<file path="config.mk">
export PLATFORM = sky130hd
export DESIGN_NAME = div16_seq
export DESIGN_NICKNAME = d
export VERILOG_FILES = /design/src/rtl/div16_seq.sv
export SDC_FILE = /design/constraint.sdc
export NUM_CORES = 1
export LEC_CHECK = 0
export BUFFER_PORTS_ARGS = -buffer_cell sky130_fd_sc_hd__clkbuf_2
export CAP_MARGIN = 20
export CORE_MARGIN = 3
export CORE_UTILIZATION = 57
export CTS_BUF_LIST = sky130_fd_sc_hd__clkbuf_16
export CTS_CLUSTER_DIAMETER = 120
export DETAILED_ROUTE_END_ITERATION = 8
export PLACE_DENSITY = 0.8
export SYNTH_ARGS = -nofsm -noshare
export SYNTH_HDL_FRONTEND = slang
export SYNTH_SLANG_ARGS = --single-unit
</file>
<file path="constraint.sdc">
create_clock -name clk -period 2.95 [get_ports clk]
set_input_delay 0.295 -clock clk [delete_from_list [all_inputs] [get_ports clk]]
set_output_delay 0.295 -clock clk [all_outputs]
set_load 0.1 [all_outputs]
</file>
<file path="src/rtl/div16_seq.sv">
// ---------------------------------------------------------------------------
// div16_seq -- iterative restoring divider (one trial subtraction per clock)
//
// Computes quotient and remainder of two WIDTH-bit operands through a
// start/done handshake. An operation is accepted only while idle. With a
// non-zero divisor, busy is high for WIDTH cycles and is followed by a
// one-cycle done pulse. With a zero divisor, done follows the accepting edge
// directly. In that case quotient is all ones, remainder is the dividend and
// div_by_zero is set.
//
// Optional build macro:
//   SIGNED_DIV_EN  adds the is_signed input. Signed operations divide the
//                  operand magnitudes on the same unsigned core. The signs
//                  are then fixed up on the edge that writes the results.
//
// Ports:
//   clk          system clock, rising-edge
//   rst          synchronous reset, active-high
//   start        request, sampled only in IDLE
//   dividend     numerator, captured on the accepting edge
//   divisor      denominator, captured on the accepting edge
//   is_signed    (SIGNED_DIV_EN only) two's complement operands
//   busy         operation in progress
//   done         one-cycle completion pulse
//   quotient     result quotient, held until overwritten
//   remainder    result remainder, held until overwritten
//   div_by_zero  the captured divisor was zero
// ---------------------------------------------------------------------------
module div16_seq #(
    parameter int WIDTH = 16
) (
    input  logic             clk,
    input  logic             rst,
    input  logic             start,
    input  logic [WIDTH-1:0] dividend,
    input  logic [WIDTH-1:0] divisor,
`ifdef SIGNED_DIV_EN
    input  logic             is_signed,
`endif
    output logic             busy,
    output logic             done,
    output logic [WIDTH-1:0] quotient,
    output logic [WIDTH-1:0] remainder,
    output logic             div_by_zero
);

    localparam int CW = $clog2(WIDTH + 1);

    typedef enum logic [1:0] {
        S_IDLE = 2'd0,
        S_CALC = 2'd1,
        S_FIN  = 2'd2
    } state_t;

    state_t state_reg, state_next;

    logic [CW-1:0]    count_reg;
    logic [WIDTH-1:0] divisor_reg;
    logic [WIDTH-1:0] rem_reg;       // partial remainder
    logic [WIDTH-1:0] shift_reg;     // dividend bits out at MSB, quotient bits in at LSB
    logic             neg_q_reg;
    logic             neg_r_reg;
    logic [WIDTH-1:0] quotient_reg;
    logic [WIDTH-1:0] remainder_reg;
    logic             div_by_zero_reg;

    // ------------------------------------------------------------------
    // Operand conditioning
    // ------------------------------------------------------------------
    logic sign_mode;
`ifdef SIGNED_DIV_EN
    assign sign_mode = is_signed;
`else
    assign sign_mode = 1'b0;
`endif

    logic             dvd_neg;
    logic             dsr_neg;
    logic [WIDTH-1:0] dvd_mag;
    logic [WIDTH-1:0] dsr_mag;
    logic             accept;
    logic             divisor_zero;

    assign dvd_neg      = sign_mode & dividend[WIDTH-1];
    assign dsr_neg      = sign_mode & divisor[WIDTH-1];
    // The magnitude of -2^(WIDTH-1) is itself read as unsigned. This makes
    // the overflow case (-2^(WIDTH-1) / -1) produce 2^(WIDTH-1) rem 0
    // without any special handling.
    assign dvd_mag      = dvd_neg ? -dividend : dividend;
    assign dsr_mag      = dsr_neg ? -divisor : divisor;
    assign accept       = (state_reg == S_IDLE) && start;
    assign divisor_zero = (divisor == '0);

    // ------------------------------------------------------------------
    // One restoring step
    // ------------------------------------------------------------------
    // The whole previous remainder is kept in the shifted value, including
    // its MSB. A remainder can have its MSB set whenever the divisor is
    // above 2^(WIDTH-1), so a WIDTH+1 bit trial is required.
    logic [WIDTH:0]   shifted;
    logic [WIDTH:0]   trial;
    logic             borrow;
    logic [WIDTH-1:0] rem_step;
    logic [WIDTH-1:0] q_step;
    logic             last_iter;

    assign shifted   = {rem_reg, shift_reg[WIDTH-1]};
    assign trial     = shifted - {1'b0, divisor_reg};
    assign borrow    = trial[WIDTH];
    // On a borrow, shifted < divisor, so it fits in WIDTH bits.
    assign rem_step  = borrow ? shifted[WIDTH-1:0] : trial[WIDTH-1:0];
    assign q_step    = {shift_reg[WIDTH-2:0], ~borrow};
    assign last_iter = (count_reg == CW'(1));

    // ------------------------------------------------------------------
    // FSM: state register
    // ------------------------------------------------------------------
    always_ff @(posedge clk) begin
        if (rst) begin
            state_reg <= S_IDLE;
        end else begin
            state_reg <= state_next;
        end
    end

    // ------------------------------------------------------------------
    // FSM: next state
    // ------------------------------------------------------------------
    always_comb begin
        state_next = state_reg;
        case (state_reg)
            S_IDLE: begin
                if (start) begin
                    state_next = divisor_zero ? S_FIN : S_CALC;
                end
            end
            S_CALC: begin
                if (last_iter) begin
                    state_next = S_FIN;
                end
            end
            S_FIN:   state_next = S_IDLE;
            default: state_next = S_IDLE;
        endcase
    end

    // ------------------------------------------------------------------
    // FSM: outputs
    // ------------------------------------------------------------------
    always_comb begin
        busy = 1'b0;
        done = 1'b0;
        case (state_reg)
            S_CALC:  busy = 1'b1;
            S_FIN:   done = 1'b1;
            default: ;
        endcase
    end

    // ------------------------------------------------------------------
    // Datapath
    // ------------------------------------------------------------------
    always_ff @(posedge clk) begin
        if (rst) begin
            count_reg       <= '0;
            divisor_reg     <= '0;
            rem_reg         <= '0;
            shift_reg       <= '0;
            neg_q_reg       <= 1'b0;
            neg_r_reg       <= 1'b0;
            quotient_reg    <= '0;
            remainder_reg   <= '0;
            div_by_zero_reg <= 1'b0;
        end else if (accept) begin
            divisor_reg     <= dsr_mag;
            rem_reg         <= '0;
            shift_reg       <= dvd_mag;
            count_reg       <= CW'(WIDTH);
            neg_q_reg       <= dvd_neg ^ dsr_neg;
            neg_r_reg       <= dvd_neg;
            div_by_zero_reg <= divisor_zero;
            if (divisor_zero) begin
                // Results are known immediately and FIN follows directly.
                quotient_reg  <= '1;
                remainder_reg <= dividend;
            end
        end else if (state_reg == S_CALC) begin
            rem_reg   <= rem_step;
            shift_reg <= q_step;
            count_reg <= count_reg - CW'(1);
            if (last_iter) begin
                // The sign fixup happens here, so negation adds no cycle.
                quotient_reg  <= neg_q_reg ? -q_step : q_step;
                remainder_reg <= neg_r_reg ? -rem_step : rem_step;
            end
        end
    end

    assign quotient    = quotient_reg;
    assign remainder   = remainder_reg;
    assign div_by_zero = div_by_zero_reg;

endmodule

</file>
==> results.toml <==
[finish]
drive_above_1_share_pct = 17.5
final_util_pct = 69.5
area_delta_synth_final_pct = 15.5
final_cell_area_um2 = 5180
fillCellCount = 613
nets = 667
mostFrequentLayoutCells = "dfxtp_1 (88), a21oi_1 (85), clkbuf_2 (69)"
final_common_cell = "dfxtp_1"
layout.cells.non_filler = 716
antenna_cells = 0

[die]
row_count = 31
fp.dieH_um = 94.7
fp.dieW_um = 94.7
io_pins = 70
initial_utilization_pct = 60.2
core_area_um2 = 7450
dieArea_um2 = 8970

[worst_setup_path]
worstPathMaxFanout = 19
startpoint_type = "register"
worst-setup-path-type = "register to register"
crit_path_end_kind = "register"
arrival_ns = 2.92
crit_required_ns = 3.21

[global_routing]
grt_usage_pct = 26.2
antenna_found_initial = 0
top_usage_layer = "met2"
met2_usage_pct = 44.0
grt-ovfl-total = 0
grt_pass1_vias = 4039
grt_pass1_wl_mm = 18.7
grt_start_max_net_pins = 48
use_met3_pct = 5.58
use_met1_pct = 32.1

[timing]
skew_ns = 0.00585
hold_viol_final = 0
fin_tns_setup_ns = 0
fin_crit_ns = 2.66
postLayoutSetupSlackWorst_ns = 0.288
setup_viol = 0
finalCritPeriodShare_pct = 90.2
rsz0062_at_grt = "no"
hold_ws_ns = 0.197
tightest_slew_ns = 0.953
fmaxAchievable_mhz = 376
finalMaxSlewViolations = 0
timing.max_slew.rel_slack_pct = 36.5

[place]
port_buffers = 69
dp_cells = 701
place_ws_ns = 0.322
dp_hpwl_mm = 8.35
gp_congestion = 0.896
place_area_um2 = 4880

[yosys]
synth_cell_type_count = 51
yosysSeqAreaShare_pct = 39.3
synthCells = 560
synth-seq-cells = 88
synth_fp_nets = 614
ys_async_sr_fraction_pct = 0
syn_avg_cell_area_um2 = 8.01
synth_edf_count = 0
syn_area_um2 = 4480
ys_warn_count = 0
ys.flop_type = "dfxtp_1"

[drt]
drc = 0
drtIter0Drc = 249
antenna_left = 0
dr_total_vias = 4226
viasPerCell = 5.90
wl_per_cell_um = 15.8
dr.pass1.iters = 5
wirelength_mm = 11.3

[pwr]
ir_worst_vdd_mv = 0.347
total_power_mw = 3.55
leakage_nw = 2.22
p_per_area_nw_per_um2 = 685

[clock_tree]
postCtsResizedCells = 0
cts_setup_buffers = 0
clk_latency_ns = 0.33
h-tree-depth = 3
cts_num_sinks = 88
ctsRootBufferMaster = "clkbuf_16"
clockBufferDepth = 2
cts_hold_buffers = 0
cts-buffers-inserted = 9
cts_tree = "built"
clkTransAtPathRegs_ns = 0.06

[run]
cap_viol_max_count = 0

[worst_hold_path]
holdCritPathClass = "input port to register"

[outcome]
status = "finished clean"
[worst paths after layout]
path | from | endpoint | slack [ns] | cells past startpoint
setup / recovery | shift_reg[15] | remainder[0] | 0.29 | 11
hold reg to reg | divisor_reg[2] | divisor_reg[2] | 0.45 | 2
setup reg to reg | shift_reg[15] | remainder[0] | 0.29 | 11
hold / removal | divisor[12] | divisor_reg[12] | 0.20 | 3
[per-layer routing]
metal	part of all wire, %	up-vias
li1	-	2075
met1	43	1980
met2	48	135
met3	5.9	36
met4	3.3	0
met5	0	-
[kinds of logic after synthesis]
group	after synthesis	share of synthesized area, %
AO/OA/AOI/OAI	167	21.7
XOR/XNOR	16	3.54
adder cells (fa/ha/maj)	19	5.47
buffers and inverters	62	5.69
flip-flops	88	39.3
multiplexers	18	4.13
AND/OR/NAND/NOR	190	20.1
[worst max-delay path: stages (launching register included)]
cell,delay (ns)
dfxtp_1,0.34
inv_1,0.06
ha_1,0.20
fa_1,0.40
nand2b_1,0.19
a21oi_2,0.25
o211ai_2,0.16
nand2_4,0.13
xor2_4,0.17
buf_12,0.19
mux2_2,0.36
o22ai_1,0.14
[cells in the mapped netlist (2+ instances only)]
cell type	n	area share (%)
o21ai_1	2	0.22
or3_1	3	0.42
buf_2	6	0.67
a21oi_1	85	9.5
mux2i_1	14	3.1
xnor2_1	8	1.6
or2_2	3	0.42
a221oi_1	2	0.39
clkbuf_1	28	2.3
nor2b_1	2	0.28
nand3b_1	3	0.50
nor3b_1	2	0.33
nor3_1	16	1.8
a22oi_1	18	3.0
buf_1	2	0.17
buf_6	2	0.50
o22ai_1	15	2.1
nand2b_1	6	0.84
ha_1	18	5.0
and3_1	18	2.5
inv_1	24	2.0
and2_1	4	0.56
nand4_1	2	0.28
dfxtp_1	88	39
mux2_2	3	0.75
a21o_1	3	0.50
o211ai_1	4	0.67
nand2_1	66	5.5
o21ai_0	23	2.6
xor2_1	7	1.4
nor4_1	6	0.84
a31oi_1	3	0.42
nand3_1	5	0.56
a21oi_2	2	0.39
nor2_1	49	4.1
a211o_1	2	0.39
a211oi_1	2	0.33
[area by class of cell]
class                           count  area [µm²]  area share, %
Clock buffer                        9         225           4.35
Clock inverter                      6        70.1           1.35
Inverter                           24        90.1           1.74
Multi-Input combinational cell    410        2470           47.6
Sequential cell                    88        1760           34.0
Tap cell                           99         124           2.39
Timing Repair Buffer               80         440           8.51
[power breakdown]
| group | internal, mW | switching, mW | total [mW] |
|---|---|---|---|
| sequential | 1.26 | 0.0585 | 1.32 |
| combinational | 0.429 | 0.663 | 1.09 |
| clock | 0.658 | 0.480 | 1.14 |
Note: power is estimated with default switching activity, not from simulation.
